File: src/rtl/serial_adder_ctrl.sv
// rtl/serial_adder_ctrl.sv - bit-serial LSB-first adder sequencer with valid/ready handshakes
module serial_adder_ctrl #(
    parameter int WIDTH = 8
) (
    input  logic             clk,
    input  logic             rst_n,
    input  logic             flush,
    input  logic             in_valid,
    output logic             in_ready,
    input  logic [WIDTH-1:0] a,
    input  logic [WIDTH-1:0] b,
    input  logic             cin,
    output logic             out_valid,
    input  logic             out_ready,
    output logic [WIDTH-1:0] sum,
    output logic             cout,
    output logic             ovf,
    output logic             busy
);

    localparam int CW = $clog2(WIDTH + 1);
    localparam logic [CW-1:0] LAST = CW'(WIDTH - 1);

    typedef enum logic [1:0] {
        S_IDLE,
        S_RUN,
        S_DONE
    } state_t;

    state_t           state;
    state_t           state_nx;
    logic [WIDTH-1:0] a_sr;
    logic [WIDTH-1:0] b_sr;
    logic             carry;
    logic [CW-1:0]    cnt;
    logic [WIDTH-1:0] sum_r;
    logic             cout_r;
    logic             ovf_r;
    logic             accept;
    logic             last_bit;
    logic             bit_s;
    logic             bit_c;

    // One full-adder slice working on the current LSBs and the carry flop
    assign bit_s    = a_sr[0] ^ b_sr[0] ^ carry;
    assign bit_c    = (a_sr[0] & b_sr[0]) | ((a_sr[0] ^ b_sr[0]) & carry);
    assign last_bit = (cnt == LAST);

    assign sum  = sum_r;
    assign cout = cout_r;
    assign ovf  = ovf_r;

    // State register
    always_ff @(posedge clk or negedge rst_n) begin
        if (!rst_n) begin
            state <= S_IDLE;
        end else begin
            state <= state_nx;
        end
    end

    // Next-state and handshake outputs; flush overrides every transition including acceptance
    always_comb begin
        state_nx  = state;
        in_ready  = 1'b0;
        out_valid = 1'b0;
        busy      = 1'b0;
        accept    = 1'b0;
        case (state)
            S_IDLE: begin
                in_ready = 1'b1;
                if (in_valid && !flush) begin
                    accept   = 1'b1;
                    state_nx = S_RUN;
                end
            end
            S_RUN: begin
                busy = 1'b1;
                if (last_bit) begin
                    state_nx = S_DONE;
                end
            end
            S_DONE: begin
                busy      = 1'b1;
                out_valid = 1'b1;
                if (out_ready) begin
                    state_nx = S_IDLE;
                end
            end
            default: state_nx = S_IDLE;
        endcase
        if (flush) begin
            state_nx = S_IDLE;
        end
    end

    // Datapath: operand load, per-bit shift/accumulate, result capture on the final bit
    always_ff @(posedge clk or negedge rst_n) begin
        if (!rst_n) begin
            a_sr   <= '0;
            b_sr   <= '0;
            carry  <= 1'b0;
            cnt    <= '0;
            sum_r  <= '0;
            cout_r <= 1'b0;
            ovf_r  <= 1'b0;
        end else if (flush) begin
            // Result registers deliberately keep whatever they held
            carry <= 1'b0;
            cnt   <= '0;
        end else if (accept) begin
            a_sr  <= a;
            b_sr  <= b;
            carry <= cin;
            cnt   <= '0;
        end else if (state == S_RUN) begin
            a_sr  <= a_sr >> 1;
            b_sr  <= b_sr >> 1;
            sum_r <= (sum_r >> 1) | (WIDTH'(bit_s) << (WIDTH - 1));
            carry <= bit_c;
            cnt   <= cnt + 1'b1;
            if (last_bit) begin
                cout_r <= bit_c;
                ovf_r  <= carry ^ bit_c;
            end
        end
    end

endmodule

File: config.mk
export PLATFORM = sky130hd
export DESIGN_NAME = serial_adder_ctrl
export DESIGN_NICKNAME = d
export VERILOG_FILES = /design/src/rtl/serial_adder_ctrl.sv
export SDC_FILE = /design/constraint.sdc
export NUM_CORES = 1
export LEC_CHECK = 0
export ABC_CLOCK_PERIOD_IN_PS = 3490
export CAP_MARGIN = 20
export CORE_ASPECT_RATIO = 1.4
export CORE_UTILIZATION = 50
export CTS_BUF_LIST = sky130_fd_sc_hd__clkbuf_8
export DETAILED_ROUTE_END_ITERATION = 6
export HOLD_SLACK_MARGIN = 0.05
export PLACE_DENSITY = 0.8
export SETUP_SLACK_MARGIN = 0.02
export SLEW_MARGIN = 20
export SYNTH_ARGS = -nofsm -noshare
export SYNTH_HDL_FRONTEND = slang
export SYNTH_SLANG_ARGS = --single-unit
File: constraint.sdc
create_clock -name clk -period 3.49 [get_ports clk]
set_clock_uncertainty 0.1 [all_clocks]
set_input_delay 0.5235 -clock clk [delete_from_list [all_inputs] [get_ports clk]]
set_output_delay 0.5235 -clock clk [all_outputs]
set_load 0.01 [all_outputs]
# --- Yosys cells after proc, flatten, opt, wreduce, memory -nomap -nowiden ---
# Cells that the tools add are included.
op_classes:
  reduce_logical: 10
  muxes: 20
  add_sub_neg: 1
  bitwise_logic: 9
  n_eq_ne: 6
op_table:
  columns: ["op", "count"]
  rows:
  - ["$mux W8", 4]
  - ["$mux W4", 3]
  - ["$ne A3 B3 Y1 const B", 3]
  - ["$mux W1", 8]
  - ["$mux W2", 4]
  - ["$or A7 B8 Y8", 1]
  - ["$pmux W2 S3", 1]
  - ["$reduce_and A3 Y1", 2]
  - ["$add A4 B1 Y4 const B", 1]
  - ["$eq A4 B3 Y1 const B", 1]
  - ["$reduce_and A4 Y1", 1]
  - ["$reduce_bool A3 Y1", 1]
  - ["$xor A1 B1 Y1", 3]
  - ["$and A1 B1 Y1", 2]
  - ["$eq A2 B1 Y1 const B", 1]
  - ["$eq A2 B2 Y1 const B", 1]
  - ["$logic_not A2 Y1", 1]
  - ["$not A1 Y1", 2]
  - ["$reduce_and A2 Y1", 1]
  - ["$reduce_bool A2 Y1", 1]
  - ["$reduce_or A2 Y1", 1]
  - ["$logic_and A1 B1 Y1", 1]
  - ["$logic_not A1 Y1", 1]
  - ["$or A1 B1 Y1", 1]
totals:
  out_inout_bits: 13
  ff_bits: 33
  wordCells: 54
  in_bits: 22

# --- Depth between registers and ports, before layout ---
# Gate-level depths: netlist of the first run.
depth:
  word_depth: 6
  mapped_depth: 8
  depth_no_buf: 6

# --- Worst setup path after synthesis of the first run ---
# OpenSTA, ideal clock, no wires.
synth_path:
  kind: "register -> register"
  start: "reg state[0]"
  end: "reg cout_r (netlist: cout)"
  synth_period_minus_slack_ns: 2.064
  setup_time_ns: 0.125
  arrival_ns: 1.839
  path_stages_with_launch: 7
  n_path_buf: 1
  required_time_ns: 3.265
  setup_slack_ns: 1.426
  path_cell_list: "dfrtp_1 > inv_1 > ha_1 > and3b_1 > clkbuf_2 > or4_4 > mux2_4"
synth_via:
  elab_chain_len: 4
  elab_cells_between_ends: 5
  cone_classes: "eq/ne: 1; mux: 1; bitwise: 1; reduce/logical: 2"
synth_rtl:
  columns: ["element", "line_no", "text"]
  rows:
  - ["start: declaration", "30", "state_t state;"]
  - ["start signal: assignment", "58", "state <= state_nx;"]
  - ["$logic_not A2 Y1", "69", "case (state)"]
  - ["$mux W1", "69", null]
  - ["$not A1 Y1 (no line)", null, null]
  - ["$reduce_and A4 Y1 (no line) *", null, null]
  - ["end signal: assignment", "123", "cout_r <= bit_c;"]
  - ["end: declaration", "37", "logic cout_r;"]
# Every way passes the cells marked *; elsewhere a longest branch is shown, timed or not.
# A chain may end at the register's enable or synchronous reset.

# --- Worst setup path in the final report of the first run ---
layout_path:
  start: "in flush"
  end: "reg a_sr[0]"
layout_via:
  elab_chain_len: 6
  elab_cells_between_ends: 8
  cone_classes: "mux: 3; bitwise: 1; reduce/logical: 4"
layout_rtl:
  columns: ["element", "line_no", "text"]
  rows:
  - ["start: declaration", "7", "input logic flush,"]
  - ["$logic_not A1 Y1", "72", "if (in_valid && !flush) begin"]
  - ["$logic_and A1 B1 Y1", "72", null]
  - ["$mux W1", "72", null]
  - ["$mux W1", "69", null]
  - ["$reduce_bool A2 Y1 (no line)", null, null]
  - ["$reduce_and A2 Y1 (no line)", null, null]
  - ["end signal: assignment", "117", "a_sr <= a_sr >> 1;"]
  - ["end: declaration", "32", "logic [WIDTH-1:0] a_sr;"]
# Several ways; a longest one is shown, not always the timed one.

==> Implementation_results.wiki, run 1 <==
{| class="wikitable"
! Metric !! Value
|-
| Result of the run || finished, final reports clean
|-
| Crit start category || input pin
|-
| Worst Path Class, Setup || input pin to flop
|-
| Critical Path End || a_sr[0]
|-
| Placed Area || roughly 1900 µm²
|-
| Switching power || just under 0.5 mW
|-
| Areal power density over the cells || between 700 and 800 nW/µm²
|-
| Aggregate routed wire length || ~3000 µm
|-
| Average size of a mapped cell || 11.79 µm²
|-
| Tcrit/Tclk final || 0.6703
|-
| Fraction of power consumed by the clock network || 0.232
|-
| Post-Synthesis Cells || roughly 130
|-
| Number of global-route vias before repair || ~1100
|-
| Buffers plus inverters on the worst setup path || 3
|-
| Area of the placeable core || about 2900 µm²
|-
| Count of antenna diodes in the layout || 0
|-
| Area fraction in and, or, nand and nor cells after synthesis || 0.08209
|-
| Area fraction in compound gates after synthesis || 0.1393
|-
| Worst-path cell chain || clkdlybuf4s50_1 -> and3b_1 -> nor2_1 -> buf_4 -> a222oi_1 -> inv_1
|-
| Slowest cell on the critical path || sky130_fd_sc_hd__clkdlybuf4s50_1
|-
| Remaining Overflow, GRT || 0
|-
| Number of warnings issued by yosys || 0
|-
| Adder and majority gate portion of the synthesized area || 0.05473
|-
| Shortest clock period the worst path allows after layout || between 2 and 2.5 ns
|-
| Routed wire per std cell || ~15 µm
|-
| Worst path max stage delay || between 0.6 and 0.7 ns
|-
| Hold Crit Class || flop to flop
|-
| Global-route total usage across every layer || 0.2029
|-
| Worst slack at placement || 0.8593 ns
|-
| Detailed-routing iteration count for the pre-antenna-repair pass || 4
|-
| RR Startpoint || state[1]
|-
| Leakage power || around 0.94 nW
|-
| Post-CTS Resized || 0
|-
| Reg-to-Reg End || a_sr[0]
|-
| Area of all placed cells without fillers || 2006 µm²
|-
| Launching instance or port of the critical path || flush
|-
| Least-Margin Pin Slew || 0.6713 ns
|-
| Synthesis-to-finish area growth || 32.92%
|-
| Count of hold-fix buffers inserted at cts || 0
|-
| Worst supply voltage drop on vdd || slightly above 0.4 mV
|-
| Sequential share of power || 0.409
|-
| Number of buffers added for setup after CTS || 0
|-
| Die Footprint || about 3200 µm²
|-
| Clock tree from TritonCTS || built
|-
| Sort of element at the end of the critical path || flop
|-
| Syn Std Cell Area || between 1500 and 2000 µm²
|-
| Number of remaining DRC errors || 0
|-
| Count of distinct cell types in the synthesized netlist || 30
|-
| Clk pin slew, worst setup/hold paths || 0.06 ns
|-
| Share of total power consumed by net switching || 0.3101
|-
| First-pass GRT wire length || slightly below 5000 µm
|-
| Slew margin rel. || 0.5508
|-
| CTS Buf Count || 5
|-
| Max frequency || 0.4275 GHz
|-
| Worst Setup Slack, final || 1.151 ns
|-
| Hold Vio Cnt, Final || 0
|-
| Total number of vias || 1117
|-
| Portion of total power attributed to combinational logic || 0.359
|-
| Proportion of synthesized chip area in sequential cells || 0.5473
|-
| Xor and xnor fraction of the mapped netlist area || 0.02322
|-
| Internal power consumption || roughly 1.1 mW
|-
| Proportion of synthesized area in mux cells || 0.08955
|-
| Total number of cells along the worst setup path || 6
|-
| Number of nets produced by synthesis || around 160
|-
| Deepest level of the CTS H-tree || 2
|-
| Count of standard-cell rows || 23
|-
| Number of pins with negative max-slew slack in the final report || 0
|-
| Number of antenna violations at the first check in global routing || 0
|-
| Initial cell density of the core || 0.5243
|-
| Detailed placer's ending HPWL || approximately 2100 µm
|-
| Die height || 67 µm
|-
| Number of nets with antenna violations after detailed routing || 0
|-
| Setup total negative slack || 0 ns
|-
| Finished Core Util || 0.6970
|-
| Number of vias per cell || 5.502
|-
| Die width || 48.43 µm
|-
| Final setup viols || 0
|-
| Layout filler cell count || ~220
|-
| Required time worst endpoint || between 3 and 4 ns
|-
| Clock root buffer || sky130_fd_sc_hd__clkbuf_8
|-
| Reg2Reg Setup Slack || 1.21 ns
|-
| Depth of the most critical reg-to-reg path || 7
|-
| Fin nets || 193
|-
| Dominant combinational cell family by area after synthesis || compound AO/OA/AOI/OAI gates
|-
| Worst Path Max Fanout || 12
|-
| Count of routing violations after the opening detailed-route iteration || 51
|-
| Clock sink count || 33
|-
| Register bit count reported by yosys || 33
|-
| Clock latency on the worst-skew pair || roughly 0.28 ns
|-
| Last weighted congestion value of the routability-driven placer || slightly below 0.7
|-
| Worst Path Arrival || ~2.5 ns
|-
| Cell type group with the largest total delay on the critical path || buffers and inverters
|-
| Unrepaired setup endpoints after global routing || false
|-
| Largest buffer count on any clock path || 2
|-
| Instance count after placement with tap cells included || around 200
|-
| IO buf count || 34
|-
| Fraction of layout instances using a drive strength above 1 || 0.1325
|-
| Maximum number of pins on one net before global-route repair || 34
|-
| Number of cells in the finished layout apart from fillers || slightly above 200
|-
| Maximum capacitance violations || 0
|-
| Number of primary I/O pins || 35
|}
metal layers:
metal,share of wire,track usage
met5,0,0
met4,0.0078,0.1140
met3,0.063,0.06393
met2,0.52,0.3398
met1,0.41,0.2297
worst min path at each step:
stage	start	depth (start not counted)	slack, ns	endpoint
6_report	ovf	2	0.39	ovf
5_1_grt	b_sr[1]	2	0.43	b_sr[1]
4_1_cts	ovf	2	0.39	ovf
3_5_place_dp	ovf	2	0.38	ovf
3_3_place_gp	ovf	2	0.36	ovf
2_1_floorplan	rst_n	0	0.13	a_sr[0]
state kept, by name, summed over array words and instances (netlist names):
name and flops:
ovf 1, carry 1, cnt 4, b_sr 8, a_sr 8, state 2, sum 8, cout 1
power groups by stage:
stage / clock network [mW] / logic, mW / registers (mW)
global route: 0.385 / 0.619 / 0.659
global placement: 0 / 0.540 / 0.631
detailed placement: 0 / 0.563 / 0.644
CTS: 0.370 / 0.568 / 0.639
floorplan: 0 / 0.340 / 0.633
finish: 0.362 / 0.559 / 0.638
stage by stage:
| step | hold slack (ns) | total power [mW] |
|---|---|---|
| final | 0.3875 | 1.559 |
| after global routing | 0.4278 | 1.663 |
| after CTS | 0.3915 | 1.576 |
| after detailed placement | 0.3772 | 1.207 |
| after global placement | 0.3613 | 1.171 |
| after floorplan | 0.1279 | 0.9730 |
cells in the final DEF (no fill, tap or decap):
cell                               n
sky130_fd_sc_hd__o21a_1            1
sky130_fd_sc_hd__nand2_1           9
sky130_fd_sc_hd__a22o_1            2
sky130_fd_sc_hd__clkbuf_8          6
sky130_fd_sc_hd__o21bai_1          1
sky130_fd_sc_hd__nand3b_1          2
sky130_fd_sc_hd__mux2i_1           3
sky130_fd_sc_hd__mux2_4            1
sky130_fd_sc_hd__bufinv_16         1
sky130_fd_sc_hd__a222oi_1         12
sky130_fd_sc_hd__clkdlybuf4s50_1  34
sky130_fd_sc_hd__or4_4             1
sky130_fd_sc_hd__nor2_1            6
sky130_fd_sc_hd__o31ai_1           1
sky130_fd_sc_hd__mux2_2            8
sky130_fd_sc_hd__nand4_1           1
sky130_fd_sc_hd__a21o_1            1
sky130_fd_sc_hd__inv_1            17
sky130_fd_sc_hd__dfrtp_1          33
sky130_fd_sc_hd__ha_1              5
sky130_fd_sc_hd__xnor2_1           2
sky130_fd_sc_hd__xor2_1            2
sky130_fd_sc_hd__o21ai_0           3
sky130_fd_sc_hd__nand2b_1          2
sky130_fd_sc_hd__or2_2             1
sky130_fd_sc_hd__o311ai_0          2
sky130_fd_sc_hd__or2b_1            1
sky130_fd_sc_hd__fa_1              1
sky130_fd_sc_hd__a21oi_1           2
sky130_fd_sc_hd__and3b_1           1
sky130_fd_sc_hd__buf_4             4
kinds of logic after synthesis:
logic type	after synthesis
AO/OA/AOI/OAI	25
XOR/XNOR	4
adder cells (fa/ha/maj)	6
buffers and inverters	24
flip-flops	33
multiplexers	12
AND/OR/NAND/NOR	24
worst register-to-register path, delay by kind of cell (launching register included):
family                   cells  cell delay (ns)
AO/OA/AOI/OAI                1             0.10
adder cells (fa/ha/maj)      1             0.39
buffers and inverters        3             0.50
flip-flops                   1             0.41
AND/OR/NAND/NOR              2             0.73
final cells by class:
type	count	area [µm²]	area share
sequential	33	825.8	0.4117
multi-input combinational	71	586.8	0.2926
timing repair buffer	38	370.4	0.1847
clock buffer	6	82.58	0.04117
inverter	16	60.06	0.02994
tap	37	46.29	0.02308
clock inverter	2	33.78	0.01684
Yosys cell counts, drive strengths merged:
| master | count | area [µm²] |
|---|---|---|
| clkbuf | 4 | 16.26 |
| o21bai | 1 | 7.510 |
| a21o | 1 | 7.510 |
| nand2b | 2 | 12.51 |
| nand3b | 2 | 15.01 |
| o21ai | 3 | 15.01 |
| or2b | 1 | 7.510 |
| mux2 | 9 | 105.1 |
| nand4 | 1 | 6.260 |
| inv | 16 | 60.06 |
| or2 | 1 | 6.260 |
| xnor2 | 2 | 17.52 |
| and3b | 1 | 8.760 |
| a22o | 2 | 17.52 |
| o21a | 1 | 7.510 |
| nor2 | 6 | 22.52 |
| dfrtp | 33 | 825.8 |
| buf | 4 | 20.02 |
| a222oi | 12 | 120.1 |
| o311ai | 2 | 17.52 |
| nand2 | 9 | 33.78 |
| xor2 | 2 | 17.52 |
| mux2i | 3 | 30.03 |
| a21oi | 2 | 10.01 |
| ha | 5 | 62.56 |
| fa | 1 | 20.02 |
| o31ai | 1 | 7.510 |
| or4 | 1 | 11.26 |
Note: power is estimated with default switching activity, not from simulation.
==> run 2, diff against run 1 <==
- ABC_CLOCK_PERIOD_IN_PS: 3490 -> 2050
- CORE_UTILIZATION: 50 -> 46
- PLACE_DENSITY: 0.8 -> 0.77
- clock period: 3.49 -> 2.05 ns (I/O delays scaled with it)
==> Implementation_results.wiki, run 2 (synthesis results as in run 1) <==
{| class="wikitable"
! Metric !! Value
|-
| Last weighted congestion value of the routability-driven placer || 0.7563 (+9.7%)
|-
| Tcrit/Tclk final || 0.9556
|-
| Worst Path Arrival || 1.55 ns (-0.92 ns)
|-
| Least-Margin Pin Slew || 0.4063 ns (-0.2650 ns)
|-
| Max frequency || 0.5105 GHz
|-
| IO buf count || 34 (unchanged)
|-
| Number of global-route vias before repair || 1191 (+9.1%)
|-
| Placed Area || 1962 µm² (+3.8%)
|-
| Count of antenna diodes in the layout || 0 (unchanged)
|-
| Slew margin rel. || 0.7292 (+0.1783)
|-
| Sequential share of power || 0.392 (-0.017)
|-
| Number of vias per cell || 5.414 (-1.6%)
|-
| Count of standard-cell rows || 24 (+4.3%)
|-
| Number of remaining DRC errors || 0 (unchanged)
|-
| Leakage power || 0.9824 nW (+4.9%)
|-
| RR Startpoint || state[1]
|-
| Final setup viols || 0 (unchanged)
|-
| Internal power consumption || 1.889 mW (+76%)
|-
| Result of the run || finished, final reports clean
|-
| Number of antenna violations at the first check in global routing || 0 (unchanged)
|-
| Remaining Overflow, GRT || 0 (unchanged)
|-
| Number of primary I/O pins || 35 (unchanged)
|-
| CTS Buf Count || 5 (unchanged)
|-
| Count of routing violations after the opening detailed-route iteration || 82 (+61%)
|-
| Required time worst endpoint || 1.64 ns (-1.98 ns)
|-
| Clock root buffer || sky130_fd_sc_hd__clkbuf_8
|-
| Maximum capacitance violations || 0 (unchanged)
|-
| Switching power || 0.8358 mW (+73%)
|-
| Hold slack final || 0.3095 ns (-0.07803 ns)
|-
| Crit start category || flop
|-
| Total number of vias || 1164 (+4.2%)
|-
| Depth of the most critical reg-to-reg path || 7 (unchanged)
|-
| Aggregate routed wire length || 2991 µm (+1.6%)
|-
| Die height || 69.77 µm (+4.1%)
|-
| Number of nets with antenna violations after detailed routing || 0 (unchanged)
|-
| First-pass GRT wire length || 5216 µm (+7.9%)
|-
| Worst supply voltage drop on vdd || 0.8492 mV (+110%)
|-
| Portion of total power attributed to combinational logic || 0.381 (+0.022)
|-
| Fraction of power consumed by the clock network || 0.227 (-0.005)
|-
| Number of pins with negative max-slew slack in the final report || 0 (unchanged)
|-
| Shortest clock period the worst path allows after layout || about 2.0 ns
|-
| Clk pin slew, worst setup/hold paths || 0.07 ns (about the same)
|-
| Largest buffer count on any clock path || 2 (unchanged)
|-
| Deepest level of the CTS H-tree || 2 (unchanged)
|-
| Share of total power consumed by net switching || 0.3067 (-0.003341)
|-
| Area of all placed cells without fillers || 2088 µm² (+4.1%)
|-
| Clock tree from TritonCTS || built
|-
| Commonest non-fill, non-tap cells in the layout || 34 x sky130_fd_sc_hd__clkdlybuf4s50_1, 33 x sky130_fd_sc_hd__dfrtp_1, 17 x sky130_fd_sc_hd__inv_1
|-
| Sort of element at the end of the critical path || output port
|-
| Fin nets || 203 (+5.2%)
|-
| Area of the placeable core || 3123 µm² (+8.5%)
|-
| Clock latency on the worst-skew pair || 0.29 ns (about the same)
|-
| Routed wire per std cell || 13.91 µm (-4.1%)
|-
| Maximum number of pins on one net before global-route repair || 34 (unchanged)
|-
| Synthesis-to-finish area growth || 38.39%
|-
| Clock sink count || 33 (unchanged)
|-
| Global-route total usage across every layer || 0.2011 (-0.001795)
|-
| Hold Crit Class || input pin to asynchronous set/reset pin
|-
| Unrepaired setup endpoints after global routing || false
|-
| Worst Path Class, Setup || flop to output port
|-
| Die width || 50.41 µm (+4.1%)
|-
| Reg-to-Reg End || sum[2]
|-
| Initial cell density of the core || 0.4832 (-0.04117)
|-
| Count of hold-fix buffers inserted at cts || 0 (unchanged)
|-
| Fraction of layout instances using a drive strength above 1 || 0.1932 (+0.06065)
|-
| Detailed-routing iteration count for the pre-antenna-repair pass || 6 (+2)
|-
| Worst Path Max Fanout || 3 (-9)
|-
| Detailed placer's ending HPWL || 2201 µm (+4.7%)
|-
| Reg2Reg Setup Slack || 0.14 ns (-1.07 ns)
|-
| Leading cell type in the layout, fill and taps excluded || sky130_fd_sc_hd__clkdlybuf4s50_1
|-
| Hold Vio Cnt, Final || 0 (unchanged)
|-
| Die Footprint || 3517 µm² (+8.4%)
|-
| Areal power density over the cells || 1305 nW/µm² (+68%)
|}
-- run 2: cell count changes in the layout (fill, tap and decap cells not counted) --
cell and delta:
sky130_fd_sc_hd__buf_4 +10, sky130_fd_sc_hd__ha_1 -2, sky130_fd_sc_hd__ha_2 +2
-- run 2: worst max-delay path: stages, from the launching register on --
cell and delay (ns):
sky130_fd_sc_hd__dfrtp_1 0.35, sky130_fd_sc_hd__inv_1 0.08, sky130_fd_sc_hd__ha_2 0.32, sky130_fd_sc_hd__clkdlybuf4s50_1 0.52
-- run 2: power groups by stage --
| stage | registers [mW] | clock network [mW] | logic, mW |
|---|---|---|---|
| after floorplan | 1.08 | 0 | 0.585 |
| after global placement | 1.06 | 0 | 0.982 |
| after detailed placement | 1.08 | 0 | 1.03 |
| after CTS | 1.07 | 0.631 | 1.05 |
| after global routing | 1.10 | 0.662 | 1.15 |
| final | 1.07 | 0.619 | 1.04 |
-- run 2: how the worst max path moves through the flow --
stage	start	to
2_1_floorplan	state[0]	cout
3_3_place_gp	flush	cout
3_5_place_dp	flush	cout
4_1_cts	state[1]	sum[2]
5_1_grt	state[1]	a_sr[6]
6_report	state[1]	busy
-- run 2: cell type report --
class	count	area, µm²
fill	262	1035
sequential	33	825.8
clock buffer	6	82.58
inverter	16	60.06
timing repair buffer	48	445.4
tap	39	48.80
clock inverter	2	33.78
multi-input combinational	71	591.8
-- run 2: stage by stage --
stage / setup TNS, ns / power, mW / utilization / setup slack, ns / std cells
finish: 0 / 2.725 / 0.6687 / 0.09108 / 215
global route: 0 / 2.910 / 0.6687 / 0.01918 / 215
CTS: 0 / 2.753 / 0.6679 / 0.07154 / 215
detailed placement: -0.08216 / 2.119 / 0.6282 / -0.01448 / 206
global placement: 0 / 2.044 / 0.6282 / 0.0001099 / 206
floorplan: 0 / 1.662 / - / 0.04537 / 128
-- run 2: what timing repair did --
| action | in CTS | in global routing |
|---|---|---|
| buffers inserted | 1 | 0 |
| endpoints found under the setup margin | 1 | 8 |
| resized for setup | 0 | 1 |
| hold endpoints to repair | 0 | 0 |
-- run 2: metal layers --
layer / vias up / GRT usage / wire [µm]
met3: 7 / 0.07018 / 144
met5: - / 0 / 0
met2: 34 / 0.3378 / 1644
li1: 547 / - / -
met4: 0 / 0.08951 / 58
met1: 576 / 0.2238 / 1143
